--- src/rtl/boolean_pkg.sv ---
// Shared definitions for the Boolean gate checker: gate bit positions, sequencer states, sizes.
// Pure declarations and a popcount helper; no latency, no flow control.
package boolean_pkg;
  localparam int GATE_AND  = 0;
  localparam int GATE_OR   = 1;
  localparam int GATE_NOR  = 2;
  localparam int GATE_NAND = 3;
  localparam int GATE_XOR  = 4;
  localparam int GATE_XNOR = 5;
  localparam int GATE_INV  = 6;

  localparam int NUM_VECTORS = 4;
  localparam int ERR_W       = 5;

  typedef enum logic [1:0] {
    ST_IDLE  = 2'd0,
    ST_APPLY = 2'd1,
    ST_DONE  = 2'd2
  } state_e;

  function automatic logic [ERR_W-1:0] popcount7(input logic [6:0] v);
    logic [ERR_W-1:0] n;
    n = '0;
    for (int i = 0; i < 7; i++) begin
      n = n + ERR_W'(v[i]);
    end
    return n;
  endfunction
endpackage

--- src/rtl/gate_expected.sv ---
// Combinational reference outputs of the 7-gate set for inputs (a, b).
// Zero latency; no flow control.
module gate_expected
  import boolean_pkg::*;
(
  input  logic       a,
  input  logic       b,
  output logic [6:0] y_exp
);
  always_comb begin
    y_exp            = '0;
    y_exp[GATE_AND]  = a & b;
    y_exp[GATE_OR]   = a | b;
    y_exp[GATE_NOR]  = ~(a | b);
    y_exp[GATE_NAND] = ~(a & b);
    y_exp[GATE_XOR]  = a ^ b;
    y_exp[GATE_XNOR] = ~(a ^ b);
    y_exp[GATE_INV]  = ~a;
  end
endmodule

--- src/rtl/gate_vector_sequencer.sv ---
// Sweeps a/b through 00,10,01,11, holding each HOLD_CYCLES cycles, and scores the gate outputs.
// Sweep takes 4*HOLD_CYCLES cycles after start; start is ignored while busy, no backpressure.
module gate_vector_sequencer
  import boolean_pkg::*;
#(
  parameter int HOLD_CYCLES = 10,
  parameter int NUM_GATES   = 7
) (
  input  logic                 clk,
  input  logic                 reset,
  input  logic                 start,
  output logic                 a,
  output logic                 b,
  input  logic [NUM_GATES-1:0] gate_y,
  output logic                 busy,
  output logic                 done,
  output logic                 pass,
  output logic [ERR_W-1:0]     err_count,
  output logic [NUM_GATES-1:0] err_mask
);
  localparam logic [7:0] HOLD_LAST = 8'(HOLD_CYCLES - 1);

  state_e               state_q, state_d;
  logic [1:0]           idx_q, idx_d;
  logic [7:0]           cnt_q, cnt_d;
  logic                 a_q, a_d, b_q, b_d;
  logic                 busy_q, busy_d, done_q, done_d, pass_q, pass_d;
  logic [ERR_W-1:0]     err_count_q, err_count_d;
  logic [NUM_GATES-1:0] err_mask_q, err_mask_d;
  logic [6:0]           y_exp;
  logic [NUM_GATES-1:0] mismatch;

  // a_q/b_q always equal the vector at idx_q while applying, so they feed the reference.
  gate_expected u_exp (
    .a     (a_q),
    .b     (b_q),
    .y_exp (y_exp)
  );

  assign mismatch = gate_y ^ y_exp;

  always_comb begin
    state_d     = state_q;
    idx_d       = idx_q;
    cnt_d       = cnt_q;
    a_d         = a_q;
    b_d         = b_q;
    busy_d      = busy_q;
    done_d      = done_q;
    pass_d      = pass_q;
    err_count_d = err_count_q;
    err_mask_d  = err_mask_q;
    case (state_q)
      ST_IDLE, ST_DONE: begin
        if (start) begin
          state_d     = ST_APPLY;
          idx_d       = 2'd0;
          cnt_d       = 8'd0;
          a_d         = 1'b0;
          b_d         = 1'b0;
          busy_d      = 1'b1;
          done_d      = 1'b0;
          pass_d      = 1'b0;
          err_count_d = '0;
          err_mask_d  = '0;
        end
      end
      ST_APPLY: begin
        if (cnt_q == HOLD_LAST) begin
          cnt_d       = 8'd0;
          err_mask_d  = err_mask_q | mismatch;
          err_count_d = err_count_q + popcount7(mismatch);
          if (idx_q == 2'(NUM_VECTORS - 1)) begin
            state_d = ST_DONE;
            busy_d  = 1'b0;
            done_d  = 1'b1;
            pass_d  = (err_count_d == '0);
            a_d     = 1'b0;
            b_d     = 1'b0;
          end else begin
            idx_d = idx_q + 2'd1;
            a_d   = idx_d[0];
            b_d   = idx_d[1];
          end
        end else begin
          cnt_d = cnt_q + 8'd1;
        end
      end
      default: begin
        state_d = ST_IDLE;
        busy_d  = 1'b0;
        done_d  = 1'b0;
        pass_d  = 1'b0;
        a_d     = 1'b0;
        b_d     = 1'b0;
      end
    endcase
  end

  always_ff @(posedge clk or negedge reset) begin
    if (!reset) begin
      state_q     <= ST_IDLE;
      idx_q       <= 2'd0;
      cnt_q       <= 8'd0;
      a_q         <= 1'b0;
      b_q         <= 1'b0;
      busy_q      <= 1'b0;
      done_q      <= 1'b0;
      pass_q      <= 1'b0;
      err_count_q <= '0;
      err_mask_q  <= '0;
    end else begin
      state_q     <= state_d;
      idx_q       <= idx_d;
      cnt_q       <= cnt_d;
      a_q         <= a_d;
      b_q         <= b_d;
      busy_q      <= busy_d;
      done_q      <= done_d;
      pass_q      <= pass_d;
      err_count_q <= err_count_d;
      err_mask_q  <= err_mask_d;
    end
  end

  assign a         = a_q;
  assign b         = b_q;
  assign busy      = busy_q;
  assign done      = done_q;
  assign pass      = pass_q;
  assign err_count = err_count_q;
  assign err_mask  = err_mask_q;
endmodule
--- config.mk ---
export PLATFORM = sky130hd
export DESIGN_NAME = gate_vector_sequencer
export DESIGN_NICKNAME = d
export VERILOG_FILES = /design/src/rtl/boolean_pkg.sv /design/src/rtl/gate_expected.sv /design/src/rtl/gate_vector_sequencer.sv
export SDC_FILE = /design/constraint.sdc
export NUM_CORES = 1
export LEC_CHECK = 0
export BUFFER_PORTS_ARGS = -buffer_cell sky130_fd_sc_hd__clkbuf_2
export CAP_MARGIN = 20
export CORE_AREA = 2 2 53 104
export CTS_BUF_LIST = sky130_fd_sc_hd__clkbuf_8 sky130_fd_sc_hd__clkbuf_16
export DETAILED_ROUTE_END_ITERATION = 10
export DIE_AREA = 0 0 55 106
export GPL_ROUTABILITY_DRIVEN = 0
export PLACE_DENSITY = 0.51
export REMOVE_ABC_BUFFERS = 1
export SKIP_CTS_REPAIR_TIMING = 1
export SLEW_MARGIN = 20
export SYNTH_ARGS = -nofsm -noshare
export SYNTH_HDL_FRONTEND = slang
export SYNTH_SLANG_ARGS = --single-unit
--- constraint.sdc ---
create_clock -name clk -period 9.6 [get_ports clk]
set_clock_uncertainty 0.2 [all_clocks]
set_input_delay 1.92 -clock clk [delete_from_list [all_inputs] [get_ports clk]]
set_output_delay 1.92 -clock clk [all_outputs]
set_load 0.02 [all_outputs]
==> results.cfg, run 1 <==
[worst_hold_path]
min_path_type = flip-flop to flip-flop

[drt]
viasPerCell = 5.082
dr.first_iter.drc_count = 22
postRouteAntennaNets = 0
drc_errors = 0
num_vias = 1245
wl_per_cell_um = 15.54
dr.pass1.iters = 4
routed_wl_um = 3808

[yosys]
synthMostInstantiatedCell = dfrtp_1
syn_inst = 163
synth_edf_count = 0
synth_ff_type = dfrtp_1
ys_top_cells_by_count = 28 x dfrtp_1, 13 x nand2_1, 13 x nor2_1, 12 x ha_1, 12 x o21ai_0
syn-cell-area_mm2 = 0.001710
synth_top_area_cell = dfrtp_1
ys_async_sr_fraction_pct = 100.0
ys_types = 40
syn_area_per_cell_um2 = 10.49
yosysTopAreaCellShare_pct = 40.97
ys_ff_latch = 28
ys_warn_count = 0
synth.area.top_cells = dfrtp_1 41%, ha_1 8.8%, fa_1 4.7%
ys_seq_area_share_pct = 40.97

[floorplanning]
fp.dieW_um = 55
die_h_um = 106
start_util_pct = 33.59
ioPinCount = 27
fp.coreArea_mm2 = 0.005092
num_rows = 37
dieArea_mm2 = 0.005830

[clock_network]
cts_tree = done
clock-sinks = 28
htree_num_levels = 1
clk_path_buf_depth = 2
cts_made_buffers = 3
root_buffer = clkbuf_8
path_clk_slew_ns = 0.09
clk_latency_ns = 0.27

[sta]
max_clock_freq_mhz = 189.8
finalHoldViolations = 0
setup_viol = 0
worst_pin_slew_ns = 0.7261
rsz0062_at_grt = false
setup_tns_ns = 0
postLayoutSetupSlackWorst_ns = 4.331
slew_headroom_pct = 51.59
holdWs_ns = 0.2828
finalCritPeriodShare_pct = 54.89
slew_viol_final = 0
fin_crit_ns = 5.269

[final_layout]
drive_above_1_share_pct = 21.39
nFillCells = 539
seqCellArea_um2 = 700.7
diodes = 0
nets = 215
fin_cells = 245
syn_to_final_growth_pct = 12.51
multi_input_area_um2 = 949.7

[worst_setup_path]
critPathMaxFanout = 2
worstPathRequired_ns = 9.56
critical_path_class = input pin to flip-flop
start_kind = input pin
critPathMostFrequentCell = fa_1
crit_chain = clkbuf_2 -> xor2_1 -> fa_1 -> fa_1 -> inv_1 -> fa_1 -> inv_1 -> ha_1 -> inv_1 -> fa_1 -> nand2b_1 -> a21oi_1 -> xor2_1 -> o41ai_1
crit_slowest_cell = fa_1
worstPathArrival_ns = 5.23
slowest_delay_ns = 0.54
end_kind = flip-flop

[placed_design]
port_buffers = 26
hpwl_um = 3052
place_ws_ns = 3.993
dp.cells = 242

[pwr]
p_leak_nw = 0.9664
ir_drop_v = 0.0003672
p_per_area_mw_per_mm2 = 371.8
finalPower_mw = 0.7155

[run_status]
status = finished, final reports clean

[flow_run]
drv_cap = 0

[grt]
grt_pass1_wl_um = 6051
grt_pass1_vias = 1310
grt_overflow = 0
track_usage_pct = 14.14
antenna_found_initial = 0
grt_max_degree = 29
[flip-flops by register name, summed over array words and instances, names as in the netlist]
| register | count |
|---|---|
| busy | 1 |
| err_mask | 7 |
| cnt_q | 8 |
| idx_q | 2 |
| a | 1 |
| state_q | 2 |
| pass | 1 |
| err_count | 5 |
| b | 1 |
[report_power, final]
| part | leakage [nW] | internal [mW] | switching (mW) |
|---|---|---|---|
| registers | 0.365 | 0.142 | 0.0249 |
| clock network | 0.0216 | 0.0281 | 0.0343 |
| logic | 0.580 | 0.212 | 0.274 |
[logic make-up (layout without fill, tap and decap cells)]
| group | count (synthesis) | in the layout | share of synthesized area (%) |
|---|---|---|---|
| buffers and inverters | 13 | 37 | 3.511 |
| multiplexers | 6 | 6 | 4.682 |
| flip-flops | 28 | 28 | 40.97 |
| AND/OR/NAND/NOR | 52 | 52 | 17.26 |
| AO/OA/AOI/OAI | 37 | 37 | 14.48 |
| adder cells (fa/ha/maj) | 16 | 16 | 13.46 |
| XOR/XNOR | 11 | 11 | 5.633 |
[worst max-delay path, delay by kind of cell]
kind                     cells  cell delay, ns
AO/OA/AOI/OAI                2            0.48
XOR/XNOR                     2            0.36
adder cells (fa/ha/maj)      5            2.05
buffers and inverters        4            0.28
AND/OR/NAND/NOR              1            0.16
[worst paths after layout]
check	startpoint	endpoint	slack, ns	depth (start not counted)
max in group asynchronous	reset	err_count[0]	7.25	1
min	cnt_q[7]	cnt_q[7]	0.28	1
min reg2reg	cnt_q[7]	cnt_q[7]	0.28	1
min in group asynchronous	reset	cnt_q[6]	1.49	1
max reg2reg	a	pass	5.31	15
max	gate_y[0]	pass	4.33	14
[metrics by stage]
| step | util (%) | cell area [um2] |
|---|---|---|
| after floorplan | - | 1680 |
| after global placement | 36.98 | 1883 |
| after detailed placement | 36.98 | 1883 |
| after CTS | 37.79 | 1924 |
| after global routing | 37.79 | 1924 |
| final | 37.79 | 1924 |
[routing by layer]
layer	GRT usage, %	vias to the layer above	routed length, um	part of all wire [%]
met2	26.79	10	2258	59
met1	15.02	619	1462	38
met5	0	-	0	0
met3	1.264	2	52	1.4
met4	4.704	0	34	0.89
li1	-	614	-	-
[cells in the final DEF (no fill, tap or decap), drive strengths merged, types with 2 or more instances in the layout]
master	Yosys	routed
nand2b	4	4
o31ai	2	2
clkbuf	2	29
xnor2	3	3
nor3	2	2
fa	4	4
ha	12	12
nand3	5	5
mux2	4	4
nor2	14	14
and3	6	6
o21a	2	2
a31oi	2	2
a21oi	10	10
o21ai	13	13
dfrtp	28	28
a21o	3	3
a211oi	3	3
and2	2	2
inv	8	8
mux2i	2	2
xor2	8	8
nor2b	2	2
nand2	13	13
[layout make-up]
class / instances / share of cell area (%)
multi-input combinational: 122 / 49.35
timing repair buffer: 26 / 6.762
inverter: 8 / 1.560
tap: 58 / 3.771
sequential: 28 / 36.41
clock buffer: 3 / 2.146
Power figures use the tool's default switching activity.
==> inputs of run 2 (changes only) <==
- ABC_AREA: unset -> 1
- CORE_AREA: 2 2 53 104 -> 2 2 53 105
- DIE_AREA: 0 0 55 106 -> 0 0 55 107
- clock period: 9.6 -> 5.05 ns (I/O delays scaled with it)
==> run 2 against run 1 <==
Die area increased by 0.94%. Critical endpoint unchanged. Synthesized cell count is 26% higher. Sequential power increased by 56%. Largest power group unchanged. Worst hold slack gained 0.0052 ns. Power rose by 6.5%. Area after synthesis rose by 0.73%. Register-to-register slack got worse by 4.3 ns. Clock power is 140% higher. Sequential share of layout area fell by 0.83 points.
==> results.cfg, run 2 <==
[run_status]
status = finished, final reports clean

[grt]
grt_max_degree = 29
use_met2_pct = 27.81
grt_pass1_wl_um = 6658
grt_util_met1_pct = 18.69
grt.busiest_layer = met2
grt_pass1_vias = 1426
grt_use_met3_pct = 0.9749
track_usage_pct = 15.83
grt_overflow = 0
antenna_found_initial = 0

[worst_setup_path]
r2r_end = pass
end_kind = flip-flop
worstPathArrival_ns = 4.13
reg2reg_depth = 17
critPathMaxFanout = 2
worstReg2RegStart = a
worstPathRequired_ns = 5.09
r2r_slack_ns = 0.99
start_kind = input pin
critical_path_class = input pin to flip-flop

[pwr]
p_per_area_mw_per_mm2 = 386.9
netSwitchingFraction_pct = 40.25
intPower_mw = 0.4553
clock_power_share_pct = 19.4
pwr-share-comb_pct = 46.4
p_switching_mw = 0.3067
p_leak_nw = 1.106
seq_power_share_pct = 34.1
ir_drop_v = 0.0003171

[sta]
setup_tns_ns = 0
slew_viol_final = 0
slew_headroom_pct = 50.47
fin_crit_ns = 4.091
rsz0062_at_grt = false
setup_viol = 0
finalHoldViolations = 0
postLayoutSetupSlackWorst_ns = 0.9594
worst_pin_slew_ns = 0.7429
finalCritPeriodShare_pct = 81.00
max_clock_freq_mhz = 244.5

[placed_design]
place_ws_ns = 0.6619
dpl_cell_area_mm2 = 0.001914
hpwl_um = 3056
port_buffers = 26

[yosys]
synth_ff_type = dfrtp_1
synth_top_family_by_area = simple AND/OR/NAND/NOR gates
synth.mux.area_fraction_pct = 0
ys_async_sr_fraction_pct = 100.0
ys_warn_count = 0
syn-cell-area_mm2 = 0.001723
ys_seq_area_share_pct = 40.67
synthSimpleGateAreaFrac_pct = 28.18
ys_ff_latch = 28
synthMostInstantiatedCell = nand2_1
synth-xor-area-share_pct = 4.575
syn_area_per_cell_um2 = 8.364
synth_top_area_cell = dfrtp_1
synthAdderAreaFrac_pct = 13.36
ys_top_cells_by_count = 52 x nand2_1, 32 x inv_1, 28 x dfrtp_1, 21 x nand3_1, 16 x nor2_1
ys_types = 22
yosysTopAreaCellShare_pct = 40.67
synth-compound-area-share_pct = 5.592
syn_inst = 206
synth_edf_count = 0
synth.area.top_cells = dfrtp_1 41%, nand2_1 11%, ha_1 8.7%

[final_layout]
diodes = 0
nets = 262
final_cell_mix = 52 x nand2_1, 32 x inv_1, 28 x dfrtp_1
mostFrequentLayoutCell = nand2_1
nFillCells = 569
largest_reg_flops = 8
syn_to_final_growth_pct = 14.31
stdcell_area_mm2 = 0.001969
drive_above_1_share_pct = 16.60
post-route-util_pct = 38.67
top_register = cnt_q

[clock_network]
clk_path_buf_depth = 2
root_buffer = clkbuf_8
clock-sinks = 28
htree_num_levels = 1
clk_latency_ns = 0.29
path_clk_slew_ns = 0.10
cts_made_buffers = 3
cts_tree = done

[drt]
viasPerCell = 4.700
dr.pass1.iters = 4
dr.first_iter.drc_count = 25
routed_wl_um = 3910
wl_per_cell_um = 13.34
drc_errors = 0
postRouteAntennaNets = 0
num_vias = 1377

[worst_hold_path]
worstHoldStart = busy
min_path_type = flip-flop to flip-flop
min_to = busy
worstHoldPathCells = 2

[floorplanning]
die_h_um = 107
fp.dieW_um = 55
ioPinCount = 27
dieArea_mm2 = 0.005885
fp.coreArea_mm2 = 0.005092
start_util_pct = 33.83
num_rows = 37

[flow_run]
drv_cap = 0
run 2: layout make-up:
type | count | area [um2] | share of cell area (%)
sequential | 28 | 700.7 | 35.58
timing repair buffer | 26 | 130.1 | 6.607
multi-input combinational | 145 | 890.9 | 45.24
inverter | 32 | 120.1 | 6.099
tap | 58 | 72.57 | 3.685
clock buffer | 4 | 55.05 | 2.795
run 2: worst max path at each step:
stage / from / endpoint / slack [ns] / depth (start not counted)
floorplan: gate_y[0] / pass / 0.94 / 15
global placement: gate_y[0] / pass / 0.66 / 16
detailed placement: gate_y[0] / pass / 0.66 / 16
CTS: gate_y[0] / pass / 0.94 / 16
global route: a / pass / 0.62 / 19
finish: gate_y[0] / pass / 0.96 / 16
run 2: cell families after synthesis:
group                      Yosys count
AOI/OAI and AO/OA                   18
and+or+nand+nor                    102
xor gates and xnor gates             9
DFF                                 28
buffers and inverters               33
adders and majority gates           16
run 2: worst max-delay path, stage by stage:
cell and delay [ns]:
clkbuf_2 0.09, xor2_1 0.24, fa_1 0.48, fa_1 0.54, inv_1 0.05, fa_1 0.47, inv_1 0.07, ha_1 0.16
inv_1 0.05, fa_1 0.50, nand2_1 0.06, nor2_1 0.13, nand3_1 0.09, nor2_1 0.09, nand2_1 0.05, nand2_1 0.05
run 2: per-layer routing:
layer	routed length [um]	share of wire (%)
met1	1488	38
met2	2241	57
met3	91	2.3
met4	88	2.3
met5	0	0
run 2: power groups by stage:
stage	clock network [mW]	registers [mW]	logic, mW
2_1_floorplan	0	0.287	0.246
3_3_place_gp	0	0.265	0.358
3_5_place_dp	0	0.265	0.355
4_1_cts	0.153	0.260	0.360
5_1_grt	0.159	0.263	0.424
6_report	0.148	0.260	0.354
run 2: stage by stage:
stage	hold WS [ns]	instances	power [mW]
final	0.2881	293	0.7620
after global routing	0.3138	293	0.8454
after CTS	0.2928	293	0.7724
after detailed placement	0.2678	289	0.6197
after global placement	0.2612	289	0.6225
after floorplan	0.2459	205	0.5328
